==> src/rtl/song_sequencer_pkg.sv <==
`timescale 1ns/1ps
// ----------------------------------------------------------------------------
// song_sequencer_pkg
// Shared definitions for the song sequencer slice: the FSM state encoding
// (also shown on the debug LEDs), the song select width, the rewind counter
// width and the default song count / player reset length.
// ----------------------------------------------------------------------------
package song_sequencer_pkg;

    localparam int SONG_W         = 2;
    localparam int CNT_W          = 4;
    localparam int DEF_NUM_SONGS  = 4;
    localparam int DEF_RST_CYCLES = 2;

    // Codes are fixed because the state is exported on the LED/debug port.
    typedef enum logic [1:0] {
        RST_PLAYER = 2'd0,
        PAUSED     = 2'd1,
        PLAYING    = 2'd2,
        ADVANCE    = 2'd3
    } seq_state_t;

endpackage

==> src/rtl/song_sequencer_btn_edge.sv <==
`timescale 1ns/1ps
// ----------------------------------------------------------------------------
// btn_edge
// Brings a debounced button level into the clk domain through a two-flop
// synchronizer and produces a single-cycle pulse on each rising edge of the
// synchronized level. Holding the button high yields exactly one pulse.
//
// Ports:
//   clk    in   system clock
//   reset  in   asynchronous active-high reset
//   level  in   debounced button level (asynchronous to clk)
//   evt    out  one-cycle pulse on a rising edge of the synchronized level
// ----------------------------------------------------------------------------
module btn_edge
    import song_sequencer_pkg::*;
(
    input  logic clk,
    input  logic reset,
    input  logic level,
    output logic evt
);

    logic sync1;
    logic sync2;
    logic prev;

    // Two synchronizer stages followed by a history register for edge detection.
    always_ff @(posedge clk or posedge reset) begin
        if (reset) begin
            sync1 <= 1'b0;
            sync2 <= 1'b0;
            prev  <= 1'b0;
        end else begin
            sync1 <= level;
            sync2 <= sync1;
            prev  <= sync2;
        end
    end

    assign evt = sync2 & ~prev;

endmodule

==> src/rtl/song_sequencer.sv <==
`timescale 1ns/1ps
// ----------------------------------------------------------------------------
// song_sequencer
// Top-level controller for the song reader datapath. Converts play/pause and
// next-song button levels into registered play / reset_play / song controls,
// reacts to song_done, and sequences a player reset whenever the song changes
// or a song ends.
//
// Optional feature macro: SONG_SEQ_AUTO_NEXT_EN
//   defined   : song_done while playing advances to the next song and keeps
//               playing.
//   undefined : song_done while playing rewinds the same song and pauses.
//
// Ports:
//   clk         in   system clock
//   reset       in   asynchronous active-high reset
//   play_pause  in   debounced button level, each rising edge toggles play
//   next        in   debounced button level, each rising edge selects next song
//   song_done   in   high while the current song has finished
//   play        out  high = reader/player advance notes
//   reset_play  out  synchronous reset for the reader/player chain
//   song        out  song select (reader address MSBs)
//   state       out  current FSM state code for LEDs/debug
// ----------------------------------------------------------------------------
module song_sequencer
    import song_sequencer_pkg::*;
#(
    parameter int NUM_SONGS  = DEF_NUM_SONGS,
    parameter int RST_CYCLES = DEF_RST_CYCLES
) (
    input  logic              clk,
    input  logic              reset,
    input  logic              play_pause,
    input  logic              next,
    input  logic              song_done,
    output logic              play,
    output logic              reset_play,
    output logic [SONG_W-1:0] song,
    output logic [1:0]        state
);

    localparam logic [CNT_W-1:0]  CNT_LOAD  = CNT_W'(RST_CYCLES - 1);
    localparam logic [SONG_W-1:0] SONG_LAST = SONG_W'(NUM_SONGS - 1);

    logic pp_evt;
    logic nx_evt;

    seq_state_t        state_q, state_d;
    logic [CNT_W-1:0]  rst_cnt_q, rst_cnt_d;
    logic              resume_q, resume_d;
    logic [SONG_W-1:0] song_q, song_d;
    logic              play_q, reset_play_q;

    btn_edge u_pp_edge (
        .clk   (clk),
        .reset (reset),
        .level (play_pause),
        .evt   (pp_evt)
    );

    btn_edge u_nx_edge (
        .clk   (clk),
        .reset (reset),
        .level (next),
        .evt   (nx_evt)
    );

    // Next-state logic. nx_evt always outranks pp_evt, so a simultaneous pair
    // behaves as a song change and the play/pause press is lost. Events that
    // arrive while rewinding or advancing are simply not looked at.
    always_comb begin
        state_d   = state_q;
        rst_cnt_d = rst_cnt_q;
        resume_d  = resume_q;
        song_d    = song_q;
        case (state_q)
            RST_PLAYER: begin
                if (rst_cnt_q == '0) begin
                    state_d = resume_q ? PLAYING : PAUSED;
                end else begin
                    rst_cnt_d = rst_cnt_q - CNT_W'(1);
                end
            end
            PAUSED: begin
                if (nx_evt) begin
                    state_d  = ADVANCE;
                    resume_d = 1'b0;
                end else if (pp_evt) begin
                    state_d = PLAYING;
                end
            end
            PLAYING: begin
                if (nx_evt) begin
                    state_d  = ADVANCE;
                    resume_d = 1'b1;
                end else if (song_done) begin
`ifdef SONG_SEQ_AUTO_NEXT_EN
                    state_d  = ADVANCE;
                    resume_d = 1'b1;
`else
                    state_d   = RST_PLAYER;
                    rst_cnt_d = CNT_LOAD;
                    resume_d  = 1'b0;
`endif
                end else if (pp_evt) begin
                    state_d = PAUSED;
                end
            end
            ADVANCE: begin
                song_d    = (song_q == SONG_LAST) ? '0 : song_q + SONG_W'(1);
                rst_cnt_d = CNT_LOAD;
                state_d   = RST_PLAYER;
            end
            default: begin
                state_d = RST_PLAYER;
            end
        endcase
    end

    // State and output registers. play and reset_play are decoded from the
    // next state so they change on the same edge as the state code.
    always_ff @(posedge clk or posedge reset) begin
        if (reset) begin
            state_q      <= RST_PLAYER;
            rst_cnt_q    <= CNT_LOAD;
            resume_q     <= 1'b0;
            song_q       <= '0;
            play_q       <= 1'b0;
            reset_play_q <= 1'b1;
        end else begin
            state_q      <= state_d;
            rst_cnt_q    <= rst_cnt_d;
            resume_q     <= resume_d;
            song_q       <= song_d;
            play_q       <= (state_d == PLAYING);
            reset_play_q <= (state_d == RST_PLAYER);
        end
    end

    assign play       = play_q;
    assign reset_play = reset_play_q;
    assign song       = song_q;
    assign state      = state_q;

endmodule

==> config.mk <==
export PLATFORM = sky130hd
export DESIGN_NAME = song_sequencer
export DESIGN_NICKNAME = d
export VERILOG_FILES = /design/src/rtl/song_sequencer_pkg.sv /design/src/rtl/song_sequencer_btn_edge.sv /design/src/rtl/song_sequencer.sv
export SDC_FILE = /design/constraint.sdc
export NUM_CORES = 1
export LEC_CHECK = 0
export CAP_MARGIN = 20
export CORE_ASPECT_RATIO = 1.2
export CORE_MARGIN = 8
export CORE_UTILIZATION = 40
export CTS_CLUSTER_SIZE = 10
export DETAILED_ROUTE_END_ITERATION = 16
export PLACE_DENSITY_LB_ADDON = 0.15
export SYNTH_ARGS = -nofsm -noshare
export SYNTH_HDL_FRONTEND = slang
export SYNTH_SLANG_ARGS = --single-unit
==> constraint.sdc <==
create_clock -name clk -period 1.95 [get_ports clk]
set_input_delay 0.4875 -clock clk [delete_from_list [all_inputs] [get_ports clk]]
set_output_delay 0.4875 -clock clk [all_outputs]
set_load 0.1 [all_outputs]
==> results.py <==
metrics = {
    "critical_path": {
        "path_class": "reg -> reg",
        "critPathMaxFanout": 5,
        "r2r-end": "rst_cnt_q[1]",
        "rrSetupSlack_ps": 190,
        "critPathCaptureType": "flip-flop",
        "arrival_ps": 1970,
        "regToRegStartpoint": "rst_cnt_q[0]",
        "required_ps": 2160,
        "slowest_delay_ps": 550,
        "crit_end": "rst_cnt_q[1]",
        "ff2ff_path_depth": 6,
        "path_cells": "inv_1, ha_1, nor3b_2, nor2_2, mux2_2, o21ai_2",
        "cp-startpoint": "rst_cnt_q[0]",
        "crit_slowest_cell": "dfstp_2",
        "crit_path_start_kind": "flip-flop",
    },
    "timing": {
        "tightest_slew_ps": 414.7,
        "hold_viol_final": 0,
        "rsz0062_at_grt": "no",
        "slew_headroom_pct": 72.36,
        "fmax_ghz": 0.5679,
        "finalSetupTns_ps": 0,
        "fin_skew_ps": 0.4100,
        "maxSlewViolCount": 0,
        "fin_crit_sh_pct": 90.30,
        "fin_ws_ps": 189.2,
        "finalSetupViolCount": 0,
        "period_needed_ps": 1761,
    },
    "worst_hold_path": {
        "min_path_type": "reg -> reg",
    },
    "clock_tree": {
        "path_clk_slew_ps": 90,
        "htreeDepth": 1,
        "ctsResizeCount": 0,
        "postCtsHoldBufs": 0,
        "tritoncts": "built",
        "cts_setup_buffers": 0,
        "cts-buffers-inserted": 3,
        "root_buffer": "clkbuf_4",
        "cts_sinks": 17,
        "clockBufferDepth": 2,
        "clock_latency_ps": 280,
    },
    "logic_synthesis": {
        "synth_top_area_share_pct": 47.39,
        "avgSynthCellArea_um2": 11.31,
        "seq_area_frac_synth_pct": 54.03,
        "syn_area_um2": 792.0,
        "yosys_warnings": 0,
        "synth-seq-cells": 17,
        "synth_largest_area_cell": "dfrtp_1",
        "synth_cell_types": 31,
        "synth.area.top_cells": "dfrtp_1 47%, dfstp_2 6.6%, ha_1 4.7%",
        "synth_nets": 78,
        "synth_cells": 70,
    },
    "final_layout": {
        "fin_nets": 94,
        "drive_gt1_share_pct": 27.06,
        "antenna_cells": 0,
        "largest_reg_flops": 4,
        "syn2layout_area_growth_pct": 27.49,
        "largest_register": "rst_cnt_q",
    },
    "placed_design": {
        "routabilityCongestion": 0.6703,
        "dpl.hpwl_um": 1047,
        "dpl_worst_slack_ps": 200.4,
        "port_buffers": 10,
    },
    "flow_run": {
        "maxCapViolCount": 0,
    },
    "outcome": {
        "status": "finished clean",
    },
    "routing": {
        "drt-wirelength-per-cell_um": 13.13,
        "wl_met3_um": 40,
        "wirelength_um": 1366,
        "dr.pass1.iters": 4,
        "detail-route-antenna-nets": 0,
        "routed-wl-met2_um": 683,
        "vias": 554,
        "wl_met1_um": 624,
        "top_layer_used": "met4",
        "drcViolationCount": 0,
        "drtIter0Drc": 8,
        "routed_via_density": 5.327,
    },
    "global_routing": {
        "track_usage_pct": 8.240,
        "antenna_found_initial": 0,
        "grt_pass1_wl_um": 2359,
        "grt_pass1_vias": 511,
        "grt-ovfl-total": 0,
        "grt_max_degree": 18,
    },
    "floorplanning": {
        "die_area_um2": 3666,
        "die_h_um": 64.75,
        "die_w_um": 56.62,
        "num_io_pins": 11,
        "core-area_um2": 1851,
        "num_rows": 17,
        "initial_core_util_pct": 42.80,
    },
}
## layout make-up
class                   instances  area (µm²)
well taps                      19       23.77
inverters                       4       15.01
clock inverters                 1       5.005
repair buffers                 13       182.7
flip-flops and latches         17       427.9
clock buffers                   3       22.52
fillers                       163       840.8
multi-input cells              47       332.8
## critical path: cells and delay by family (launching register included)
| family | cells | cell delay (ps) |
|---|---|---|
| AO/OA/AOI/OAI | 1 | 120 |
| AND/OR/NAND/NOR | 2 | 380 |
| multiplexers | 1 | 370 |
| buffers and inverters | 1 | 80 |
| adder cells (fa/ha/maj) | 1 | 190 |
| flip-flops | 1 | 550 |
## stage by stage
step	cells	area, µm²	utilization [%]	hold slack (ps)
2_1_floorplan	70	792.0	-	331.2
3_3_place_gp	100	982.2	53.08	340.5
5_1_grt	104	1010	54.56	373.5
4_1_cts	104	1010	54.56	358.2
6_report	104	1010	54.56	361.0
3_5_place_dp	100	982.2	53.08	336.2
## Yosys cell counts (all sizes together)
cell,count
mux2,2
nor3,2
a2bb2oi,1
a211oi,1
a32oi,1
o211a,1
ha,3
dfstp,2
nand2,8
nor3b,1
o2bb2ai,1
xnor2,1
nor2b,2
a21boi,1
a221oi,2
buf,2
nor2,7
dfrtp,15
or4,1
a211o,1
a21oi,2
a21o,3
inv,4
o21ai,3
nand2b,3
## cell usage in the layout (no fill, tap or decap), drive strengths merged, types with 2 or more instances in the layout
cell	synthesis	final
nand2	8	8
a21oi	2	2
nor3	2	2
a21o	3	3
clkbuf	0	3
dfrtp	15	15
dfstp	2	2
nand2b	3	3
nor2	7	7
o21ai	3	3
mux2	2	2
clkdlybuf4s50	0	4
a221oi	2	2
ha	3	3
nor2b	2	2
buf	2	9
inv	4	4
## logic make-up after synthesis
logic type / synth area share (%)
AO/OA/AOI/OAI: 17.06
flip-flops: 54.03
AND/OR/NAND/NOR: 16.27
multiplexers: 2.843
XOR/XNOR: 1.106
buffers and inverters: 3.948
adder cells (fa/ha/maj): 4.740
## routing by layer
metal	global-route usage, %	vias to the layer above
met4	5.422	0
met5	0	-
met2	11.54	6
li1	-	276
met1	10.62	270
met3	2.534	2
## worst min-delay path by stage
stage                      endpoint            start  depth (start not counted)
floorplan           u_nx_edge.sync2  u_nx_edge.sync1                          0
global placement    u_pp_edge.sync2  u_pp_edge.sync1                          0
detailed placement  u_nx_edge.sync2  u_nx_edge.sync1                          0
CTS                 u_nx_edge.sync2  u_nx_edge.sync1                          0
global route        u_pp_edge.sync2  u_pp_edge.sync1                          0
finish              u_nx_edge.sync2  u_nx_edge.sync1                          0
Power is left out: the tool's default activity adds up to more than one toggle a clock period on the data nets, which glitch-free logic cannot reach.
